===== src/rtl/vga_trace_writer.sv =====
// Streams 16-bit sample magnitudes into a 640-column trace in VGA graphic memory,
// sharing the memory write port with the host. Optional macro: PEAK_DETECT_EN.
module vga_trace_writer #(
    parameter int unsigned BASE  = 4096,
    parameter int unsigned COLS  = 640,
    parameter int unsigned YMAX  = 479,
    parameter int unsigned SHIFT = 7
) (
    input  logic        mclk,
    input  logic        mrst,
    input  logic        hcs,
    input  logic        hwr,
    input  logic [12:0] haddr,
    input  logic [15:0] hdin,
    input  logic        start,
    input  logic [7:0]  dec,
    input  logic [15:0] s_data,
    input  logic        s_valid,
    output logic        s_ready,
    output logic        busy,
    output logic        done,
    output logic        mcs,
    output logic        mwr,
    output logic [12:0] maddr,
    output logic [15:0] min
);

    localparam int unsigned CW       = $clog2(COLS);
    localparam logic [CW-1:0] LAST_COL = CW'(COLS - 1);
    localparam logic [15:0] YMAX_W   = 16'(YMAX);
    localparam logic [12:0] BASE_W   = 13'(BASE);

    typedef enum logic [1:0] {
        ST_IDLE  = 2'd0,
        ST_ACCUM = 2'd1,
        ST_PEND  = 2'd2,
        ST_DONE  = 2'd3
    } state_t;

    // Screen row for a magnitude: large samples land near the top (row 0).
    function automatic logic [15:0] row_map(input logic [15:0] smp);
        logic [15:0] sh;
        sh = smp >> SHIFT;
        if (sh > YMAX_W) begin
            sh = YMAX_W;
        end else begin
            sh = sh;
        end
        return YMAX_W - sh;
    endfunction

    state_t        state_q, state_d;
    logic [7:0]    dec_q, dec_d;
    logic [CW-1:0] col_q, col_d;
    logic [7:0]    cnt_q, cnt_d;
    logic [15:0]   row_q, row_d;
    logic [15:0]   pick_s;
    logic          accept_s;
    logic          mcs_q, mcs_d, mwr_q, mwr_d;
    logic [12:0]   maddr_q, maddr_d;
    logic [15:0]   min_q, min_d;
    logic          s_ready_q, s_ready_d, busy_q, busy_d, done_q, done_d;
`ifdef PEAK_DETECT_EN
    logic [15:0]   acc_q, acc_d;
`endif

    // Sample that represents the column so far (running peak or plain last sample).
    always_comb begin
`ifdef PEAK_DETECT_EN
        if ((cnt_q == 8'd0) || (s_data > acc_q)) begin
            pick_s = s_data;
        end else begin
            pick_s = acc_q;
        end
`else
        pick_s = s_data;
`endif
    end

    // Sequencer next state plus registered bus and status requests.
    always_comb begin
        state_d  = state_q;
        dec_d    = dec_q;
        col_d    = col_q;
        cnt_d    = cnt_q;
        row_d    = row_q;
`ifdef PEAK_DETECT_EN
        acc_d    = acc_q;
`endif
        accept_s = (state_q == ST_ACCUM) && s_valid;

        case (state_q)
            ST_IDLE: begin
                if (start) begin
                    dec_d   = dec;
                    col_d   = '0;
                    cnt_d   = 8'd0;
`ifdef PEAK_DETECT_EN
                    acc_d   = 16'd0;
`endif
                    state_d = ST_ACCUM;
                end else begin
                    state_d = ST_IDLE;
                end
            end
            ST_ACCUM: begin
                if (accept_s && (cnt_q == dec_q)) begin
                    row_d   = row_map(pick_s);
                    cnt_d   = 8'd0;
`ifdef PEAK_DETECT_EN
                    acc_d   = 16'd0;
`endif
                    state_d = ST_PEND;
                end else if (accept_s) begin
                    cnt_d   = cnt_q + 8'd1;
`ifdef PEAK_DETECT_EN
                    acc_d   = pick_s;
`endif
                end else begin
                    state_d = ST_ACCUM;
                end
            end
            ST_PEND: begin
                // The host owns the port whenever it asks; the trace write just waits.
                if (!hcs && (col_q == LAST_COL)) begin
                    state_d = ST_DONE;
                end else if (!hcs) begin
                    col_d   = col_q + {{(CW-1){1'b0}}, 1'b1};
                    state_d = ST_ACCUM;
                end else begin
                    state_d = ST_PEND;
                end
            end
            ST_DONE: begin
                state_d = ST_IDLE;
            end
            default: begin
                state_d = ST_IDLE;
            end
        endcase

        if (hcs) begin
            mcs_d   = 1'b1;
            mwr_d   = hwr;
            maddr_d = haddr;
            min_d   = hdin;
        end else if (state_q == ST_PEND) begin
            mcs_d   = 1'b1;
            mwr_d   = 1'b1;
            maddr_d = BASE_W + 13'(col_q);
            min_d   = row_q;
        end else begin
            mcs_d   = 1'b0;
            mwr_d   = 1'b0;
            maddr_d = 13'd0;
            min_d   = 16'd0;
        end

        s_ready_d = (state_d == ST_ACCUM);
        busy_d    = (state_d == ST_ACCUM) || (state_d == ST_PEND);
        done_d    = (state_d == ST_DONE);
    end

    // State and output registers; reset drops any pending trace write.
    always_ff @(posedge mclk) begin
        if (mrst) begin
            state_q   <= ST_IDLE;
            dec_q     <= 8'd0;
            col_q     <= '0;
            cnt_q     <= 8'd0;
            row_q     <= 16'd0;
`ifdef PEAK_DETECT_EN
            acc_q     <= 16'd0;
`endif
            mcs_q     <= 1'b0;
            mwr_q     <= 1'b0;
            maddr_q   <= 13'd0;
            min_q     <= 16'd0;
            s_ready_q <= 1'b0;
            busy_q    <= 1'b0;
            done_q    <= 1'b0;
        end else begin
            state_q   <= state_d;
            dec_q     <= dec_d;
            col_q     <= col_d;
            cnt_q     <= cnt_d;
            row_q     <= row_d;
`ifdef PEAK_DETECT_EN
            acc_q     <= acc_d;
`endif
            mcs_q     <= mcs_d;
            mwr_q     <= mwr_d;
            maddr_q   <= maddr_d;
            min_q     <= min_d;
            s_ready_q <= s_ready_d;
            busy_q    <= busy_d;
            done_q    <= done_d;
        end
    end

    assign s_ready = s_ready_q;
    assign busy    = busy_q;
    assign done    = done_q;
    assign mcs     = mcs_q;
    assign mwr     = mwr_q;
    assign maddr   = maddr_q;
    assign min     = min_q;

endmodule


===== config.mk =====
export PLATFORM = sky130hd
export DESIGN_NAME = vga_trace_writer
export DESIGN_NICKNAME = d
export VERILOG_FILES = /design/src/rtl/vga_trace_writer.sv
export SDC_FILE = /design/constraint.sdc
export NUM_CORES = 1
export LEC_CHECK = 0
export CORE_MARGIN = 10
export CORE_UTILIZATION = 32
export DETAILED_ROUTE_END_ITERATION = 10
export GPL_TIMING_DRIVEN = 1
export MAX_ROUTING_LAYER = met4
export PLACE_DENSITY = 0.62
export SYNTH_ARGS = -nofsm -noshare
export SYNTH_HDL_FRONTEND = slang
export SYNTH_SLANG_ARGS = --single-unit

===== constraint.sdc =====
create_clock -name mclk -period 4.4 [get_ports mclk]
set_input_delay 1.1 -clock mclk [delete_from_list [all_inputs] [get_ports mclk]]
set_output_delay 1.1 -clock mclk [all_outputs]
set_load 0.02 [all_outputs]

==> results of run 1 <==
==> per-layer routing <==
layer	global-route usage, %	up-vias	part of all wire [%]
met3	3.28	13	5.2
li1	-	1361	-
met5	-	-	0
met2	18.3	76	47
met4	5.73	0	2.0
met1	14.6	1270	45
==> power by group through the flow <==
stage                     logic [mW]  registers (mW)  clock network, mW
after CTS                      0.225           0.709              0.537
after global placement         0.218           0.724                  0
final                          0.223           0.709              0.523
after detailed placement       0.223           0.725                  0
after floorplan                0.106           0.738                  0
after global routing           0.243           0.712              0.569
==> state kept, by name, indices dropped and copies added, names as in the netlist, 2 cells and up <==
register	flops
min	16
maddr	13
row_q	12
col_q	10
cnt_q	8
dec_q	8
state_q	2
==> placed cells by master, fill, tap and decap left out, types with 2 or more instances in the layout <==
cell	instances
or4_1	4
o41ai_1	2
a21oi_1	26
xnor2_1	12
nor3_1	4
clkinvlp_4	2
and4b_1	2
nand4b_1	2
or3b_1	2
a211oi_1	7
nor4_1	4
and4_1	2
clkbuf_8	10
dfxtp_1	74
a22o_1	24
clkdlybuf4s50_1	85
nor2b_1	5
nand2_1	9
a31oi_1	2
nand3b_1	4
mux2i_1	9
o31ai_1	14
nor3b_1	3
o21a_1	2
nand2b_1	3
and2_1	3
o32ai_1	3
o21ai_0	3
inv_1	6
and3_1	4
nor2_1	17
ha_1	5
buf_4	4
or2_2	2
nand3_1	10
nand4_1	12
clkinv_2	2
==> cells by family after synthesis <==
family	Yosys count	synth area share (%)
multiplexers	9	2.89
AND/OR/NAND/NOR	102	20.0
AO/OA/AOI/OAI	89	20.4
buffers and inverters	31	3.89
adder cells (fa/ha/maj)	5	2.01
flip-flops	74	47.5
XOR/XNOR	12	3.37
==> area by class of cell <==
type,count,area [sq um]
Fill cell,925,5110
Multi-Input combinational cell,217,1520
Sequential cell,74,1480
Timing Repair Buffer,89,881
Tap cell,129,161
Clock buffer,10,138
Clock inverter,5,55.1
Inverter,6,22.5
==> stage by stage <==
stage	util, %	instance area (sq um)
2_1_floorplan	-	3120
3_3_place_gp	43.4	4070
3_5_place_dp	43.4	4070
4_1_cts	45.5	4260
5_1_grt	45.5	4260
6_report	45.5	4260
==> worst paths after layout <==
path                            depth (start not counted)  slack (ns)       start   endpoint
worst min-delay path                                    1        0.47   row_q[14]  row_q[14]
worst min register to register                          1        0.47   row_q[14]  row_q[14]
worst max-delay path                                    7        1.59     s_valid       busy
worst max register to register                          7        1.89  state_q[0]       busy
==> flow_summary.toml, run 1 <==
[synthesis]
synth_cells = 322
yosys_warnings = 0
mappedNetlistArea_sq_um = 3120
async_reset_ff_share_pct = 0
netlist.area_leader.share_pct = 47.5
synth-edff-count = 0
syn_avg_cell_area_sq_um = 9.69
synth_seq_cells = 74
synth_nets = 386
synth_most_common_cell = "dfxtp_1"
synth_flop_cell = "dfxtp_1"
synth_top_area_cell = "dfxtp_1"
synth_seq_area_share_pct = 47.5
synth.top_cells.by_area = "dfxtp_1 (47%), a22o_1 (6.7%), a21oi_1 (4.2%)"
synth_top_cells_by_count = "dfxtp_1 (74), a21oi_1 (26), a22o_1 (24)"
synth_cell_types = 48

[clock_tree]
numClockSinks = 74
post_cts_resized = 0
insertion_delay_ns = 0.35
cts_tree = "yes"
postCtsSetupBuffers = 0
cts_max_level = 3
cts-buffers-inserted = 9
clock_tree.root_cell = "clkbuf_8"
cts.path.max_buffers = 2
clkTransAtPathRegs_ns = 0.07
hold_buffers = 0

[grt]
grt_overflow_total = 0
grt_pass1_vias = 2708
grt_max_degree = 51
grt_first_pass_wirelength_um = 13800
antenna_found_initial = 0
groute.usage.overall_pct = 12.1

[power_and_ir_drop]
total_leakage_power_nw = 1.49
ir_worst_vdd_v = 0.000119
switchingPower_mw = 0.382
power_per_cell_area_nw_per_um2 = 341
power_mw = 1.45
p_clk_share_pct = 35.9
comb_power_share_pct = 15.4
p_int_mw = 1.07
swShare_pct = 26.3
pwr-share-seq_pct = 48.7

[route]
drtIter0Drc = 170
viasPerCell = 5.13
drcViolationCount = 0
wl_per_cell_um = 15.7
final_antenna_net_count = 0
routed_wl_um = 8320
vias = 2720
first_pass_iters = 4

[die]
die_w_um = 119
design.core.area_sq_um = 9370
start_util_pct = 33.3
die_area_sq_um = 14100
row_count = 35
die_h_um = 119
io_pins = 93

[sta]
setup_viol = 0
hold-worst-slack_ns = 0.474
clock_skew_ns = 0.00921
fin_crit_sh_pct = 63.9
fin_ws_ns = 1.59
tightest_slew_ns = 1.05
setup_tns_ns = 0
maxSlewViolCount = 0
hold_viol = 0
rsz0062_at_grt = "no"
slew_headroom_pct = 29.5
finalCriticalPeriod_ns = 2.81
fmax_mhz = 356

[worst_setup_path]
crit_type = "primary input to flip-flop"
crit_arrival_ns = 3.09
slowest_stage = "clkdlybuf4s50_1"
path_max_fanout = 14
crit_chain = "clkdlybuf4s50_1, nand3_1, o31ai_2, buf_4, nand2_1, ha_1, nor2_1"
cp-end-kind = "flip-flop"
cp-start-kind = "primary input"
cp_num_buf_inv = 2
critPathMaxStageDelay_ns = 0.52
crit_family = "buffers and inverters"
worstPathRequired_ns = 4.68

[finish]
area_growth_pct = 36.7
layout-drive-gt1-share_pct = 7.23
fin_cells = 530
nets = 461
diodes = 0

[place]
dp.cells = 515
place.gp.congestion = 0.863
dpl.hpwl_um = 6040
post-place-ws_ns = 1.27
portBuffers = 85

[outcome]
outcome = "finished clean"

[flow_run]
maxCapViolations = 0

[worst_hold_path]
worstHoldPathType = "flip-flop to flip-flop"
(Power assumes the default switching activity.)
==> inputs of run 2 (changes only) <==
--- a/config.mk
+++ b/config.mk
@@ -10,7 +10,7 @@
 export DETAILED_ROUTE_END_ITERATION = 10
 export GPL_TIMING_DRIVEN = 1
 export MAX_ROUTING_LAYER = met4
-export PLACE_DENSITY = 0.62
+export PLACE_DENSITY = 0.64
 export SYNTH_ARGS = -nofsm -noshare
 export SYNTH_HDL_FRONTEND = slang
 export SYNTH_SLANG_ARGS = --single-unit
==> constraint.sdc (replaced) <==
create_clock -name mclk -period 2.5 [get_ports mclk]
set_input_delay 0.625 -clock mclk [delete_from_list [all_inputs] [get_ports mclk]]
set_output_delay 0.625 -clock mclk [all_outputs]
set_load 0.02 [all_outputs]
==> run 2 against run 1 <==
Die area stayed put. Count of clock-buffer cells in the layout down 1. Worst setup slack lost 1.1 ns. Total power rose by 93%. Non-clock buffer count increased by 18. Hold slack worse by 0.0051 ns. Clock power increased by 120%. Flip-flop and latch count unchanged. Clock skew up 0.00095 ns. Final cell count grew 3.6%. First-iteration DRC count is 5.9% lower. Largest cell class unchanged. Highest routed layer unchanged.
==> flow_summary.toml, run 2 (same netlist as run 1, synthesis figures left out) <==
[outcome]
outcome = "finished clean"

[grt]
grt_pass1_vias = 2752
grt_overflow_total = 0
grt_max_degree = 50
antenna_found_initial = 0
grt_first_pass_wirelength_um = 13600
groute.usage.overall_pct = 12.0

[clock_tree]
cts_tree = "yes"
clock_tree.root_cell = "clkbuf_8"
post_cts_resized = 0
numClockSinks = 74
cts_max_level = 3
insertion_delay_ns = 0.35
postCtsSetupBuffers = 0
cts-buffers-inserted = 9
cts.path.max_buffers = 2
hold_buffers = 0
clkTransAtPathRegs_ns = 0.09

[route]
viasPerCell = 5.05
drtIter0Drc = 160
first_pass_iters = 4
routed_wl_um = 8300
drcViolationCount = 0
vias = 2774
final_antenna_net_count = 0
wl_per_cell_um = 15.1

[finish]
diodes = 0
layout_commonest_cell = "clkdlybuf4s50_1"
seqCellArea_sq_um = 1480
layout_common_cells = "clkdlybuf4s50_1 (85), dfxtp_1 (74), a21oi_1 (26), a22o_1 (24), buf_4 (21)"
area_growth_pct = 43.2
largest_reg_flops = 16
nFillCells = 903
fin_util_pct = 47.7
layout-drive-gt1-share_pct = 11.4
nets = 479
multiInputGateArea_sq_um = 1520

[sta]
setup_viol = 0
tightest_slew_ns = 0.577
hold_viol = 0
maxSlewViolCount = 0
rsz0062_at_grt = "no"
setup_tns_ns = 0
hold-worst-slack_ns = 0.468
fin_crit_sh_pct = 82.2
finalCriticalPeriod_ns = 2.05
fmax_mhz = 487
slew_headroom_pct = 61.5
clock_skew_ns = 0.0102
fin_ws_ns = 0.446

[flow_run]
maxCapViolations = 0

[die]
die_w_um = 119
design.core.area_sq_um = 9370
die_area_sq_um = 14100
row_count = 35
start_util_pct = 33.3
io_pins = 93
die_h_um = 119

[power_and_ir_drop]
power_mw = 2.81
total_leakage_power_nw = 1.61
ir_worst_vdd_v = 0.000329
power_per_cell_area_nw_per_um2 = 629

[place]
portBuffers = 85
place.gp.congestion = 0.849
dpl.hpwl_um = 6100
post-place-ws_ns = 0.0966

[worst_setup_path]
crit_arrival_ns = 2.31
cp-start-kind = "primary input"
crit_type = "primary input to flip-flop"
worstPathRequired_ns = 2.75
path_max_fanout = 5
cp-end-kind = "flip-flop"

[worst_hold_path]
worstHoldPathType = "flip-flop to flip-flop"
[run 2: layer usage]
metal	vias to the layer above	global-route usage (%)	share of wire, %
li1	1398	-	-
met5	-	-	0
met1	1277	14.4	45
met3	11	3.71	7.4
met4	0	4.73	1.7
met2	88	18.3	46
[run 2: worst paths after layout]
| check | cells past startpoint | slack [ns] | end | start |
|---|---|---|---|---|
| max reg2reg | 6 | 0.65 | busy | cnt_q[0] |
| min reg2reg | 1 | 0.47 | min[3] | row_q[3] |
| min | 1 | 0.47 | min[3] | row_q[3] |
| max | 5 | 0.45 | cnt_q[7] | start |
[run 2: area by class of cell]
cell class / count / share of cell area (%)
Multi-Input combinational cell: 217 / 34.1
Sequential cell: 74 / 33.2
Timing Repair Buffer: 107 / 23.0
Tap cell: 129 / 3.61
Clock inverter: 7 / 2.80
Clock buffer: 9 / 2.77
Inverter: 6 / 0.504
[run 2: critical path, stage by stage]
cell	delay (ns)
clkdlybuf4s50_1	0.51
mux2i_1	0.14
nor4_1	0.38
or3b_1	0.39
a221oi_1	0.26
[run 2: per-stage QoR]
stage	instances	instance area [sq um]
after global placement	533	4220
final	549	4470
after global routing	549	4470
after floorplan	322	3120
after CTS	549	4470
after detailed placement	533	4220
[run 2: report_power, final]
part	total, mW	internal, mW	switching (mW)
sequential	1.24	1.22	0.0196
clock	1.14	0.671	0.470
combinational	0.429	0.214	0.215
total	2.81	2.11	0.705
==> inputs of run 3 (changes only) <==
--- a/config.mk
+++ b/config.mk
@@ -10,7 +10,7 @@
 export DETAILED_ROUTE_END_ITERATION = 10
 export GPL_TIMING_DRIVEN = 1
 export MAX_ROUTING_LAYER = met4
-export PLACE_DENSITY = 0.64
+export PLACE_DENSITY = 0.62
 export SYNTH_ARGS = -nofsm -noshare
 export SYNTH_HDL_FRONTEND = slang
 export SYNTH_SLANG_ARGS = --single-unit
==> constraint.sdc (replaced) <==
create_clock -name mclk -period 1.9 [get_ports mclk]
set_input_delay 0.475 -clock mclk [delete_from_list [all_inputs] [get_ports mclk]]
set_output_delay 0.475 -clock mclk [all_outputs]
set_load 0.02 [all_outputs]
==> run 3 against run 2 <==
Clock power up 18%. Die area unchanged. Sequential power up 32%. Total power up 28%. First-iteration DRC count up 16%. Routed wire length up 2.5%. Non-clock buffer count up 20. Core utilization up 1.9 points. Sequential share of layout area down 1.2 points.
==> flow_summary.toml, run 3 (same netlist as run 1, synthesis figures left out) <==
[worst_setup_path]
crit_arrival_ns = 2.12
critPathMaxStageDelay_ns = 0.44
crit_chain = "clkdlybuf4s50_1, and4_1, nor2b_2, ha_2, nand3_1, or4_4, a21oi_2"
cp-end-kind = "flip-flop"
worstPathRequired_ns = 2.18
path_max_fanout = 2
crit_type = "primary input to flip-flop"
slowest_stage = "or4_4"
cp-start-kind = "primary input"

[clock_tree]
clkTransAtPathRegs_ns = 0.08
cts.path.max_buffers = 2
clock_tree.root_cell = "clkbuf_8"
cts_tree = "yes"
cts_max_level = 3
numClockSinks = 74
insertion_delay_ns = 0.34
postCtsSetupBuffers = 0
cts-buffers-inserted = 9

[die]
row_count = 35
io_pins = 93
design.core.area_sq_um = 9370
start_util_pct = 33.3
die_h_um = 119
die_w_um = 119
die_area_sq_um = 14100

[route]
routed_wl_um = 8510
viasPerCell = 5.05
first_pass_iters = 4
drcViolationCount = 0
wl_per_cell_um = 14.9
drtIter0Drc = 186
vias = 2876
final_antenna_net_count = 0

[finish]
area_growth_pct = 48.8
layout-drive-gt1-share_pct = 17.3
nets = 499
seqCellArea_sq_um = 1480
fin_cells = 569
diodes = 0
layout_common_cells = "clkdlybuf4s50_1 (83), dfxtp_1 (73), buf_4 (41), a21oi_1 (25), a22o_1 (24)"
largest_reg_flops = 16
multiInputGateArea_sq_um = 1570
nFillCells = 878
layout_commonest_cell = "clkdlybuf4s50_1"

[sta]
slew_headroom_pct = 60.2
fmax_mhz = 545
hold_viol = 0
finalCriticalPeriod_ns = 1.83
maxSlewViolCount = 0
fin_ws_ns = 0.0662
setup_tns_ns = 0
fin_crit_sh_pct = 96.5
tightest_slew_ns = 0.596
setup_viol = 0
clock_skew_ns = 0.0102

[power_and_ir_drop]
power_per_cell_area_nw_per_um2 = 773
ir_worst_vdd_v = 0.000381
total_leakage_power_nw = 1.72
power_mw = 3.59

[grt]
groute.usage.overall_pct = 12.2
grt_pass1_vias = 2827
grt_first_pass_wirelength_um = 14000
antenna_found_initial = 0
grt_max_degree = 27
grt_overflow_total = 0

[place]
post-place-ws_ns = -0.340
dp.cells = 553
place.gp.congestion = 0.861
portBuffers = 85
dpl.hpwl_um = 6460

[outcome]
outcome = "finished clean"

[flow_run]
maxCapViolations = 0

[worst_hold_path]
worstHoldPathType = "flip-flop to flip-flop"
-- run 3: cell count changes in the layout (fill, tap and decap cells not counted), sizes merged --
| cell | delta |
|---|---|
| dlymetal6s2s | +2 |
| buf | +20 |
| clkinvlp | +1 |
| bufinv | -1 |
| clkinv | -1 |
| clkbuf | +1 |
| clkdlybuf4s50 | -2 |
-- run 3: repair_timing --
| item | 4_1_cts | 5_1_grt |
|---|---|---|
| hold buffers | 0 | 0 |
| setup endpoints to repair | 0 | 30 |
| gates resized for setup | 0 | 14 |
| endpoints found under the hold margin | 0 | 0 |
-- run 3: metrics by stage --
step	utilization (%)	hold slack [ns]	area [sq um]
after global routing	49.5	0.498	4640
after global placement	46.6	0.459	4370
after CTS	48.9	0.471	4590
final	49.5	0.469	4640
after detailed placement	46.6	0.460	4370
after floorplan	-	0.442	3120
-- run 3: per-layer routing --
layer,part of all wire [%],GRT usage [%],vias to the layer above
met2,47,19.0,84
met5,0,-,-
met1,47,14.7,1337
li1,-,-,1440
met3,4.6,2.76,15
met4,2.1,5.19,0
-- run 3: path summary, 6_finish.rpt --
path         slack [ns]         to  startpoint  depth (start not counted)
max reg2reg        0.16  row_q[13]  state_q[0]                          5
max                0.07  row_q[13]  s_data[15]                          7
min reg2reg        0.47  row_q[14]   row_q[14]                          1
min                0.47  row_q[14]   row_q[14]                          1
-- run 3: critical path: cells and delay by family --
kind	cells	cell delay, ns
fa+ha+maj	1	0.19
simple gates	4	0.90
compound gates	1	0.14
buf+inv	1	0.41
-- run 3: layout make-up --
type	count	area share (%)
timing repair buffer	127	25.5
inverter	6	0.485
tap	129	3.48
clock inverter	6	1.94
multi-input combinational	217	33.9
sequential	74	31.9
clock buffer	10	2.75
-- run 3: power breakdown --
group          switching [mW]  total [mW]  internal, mW
registers              0.0282        1.64          1.61
clock network           0.597        1.34         0.745
logic                   0.296       0.611         0.315
total                   0.921        3.59          2.67
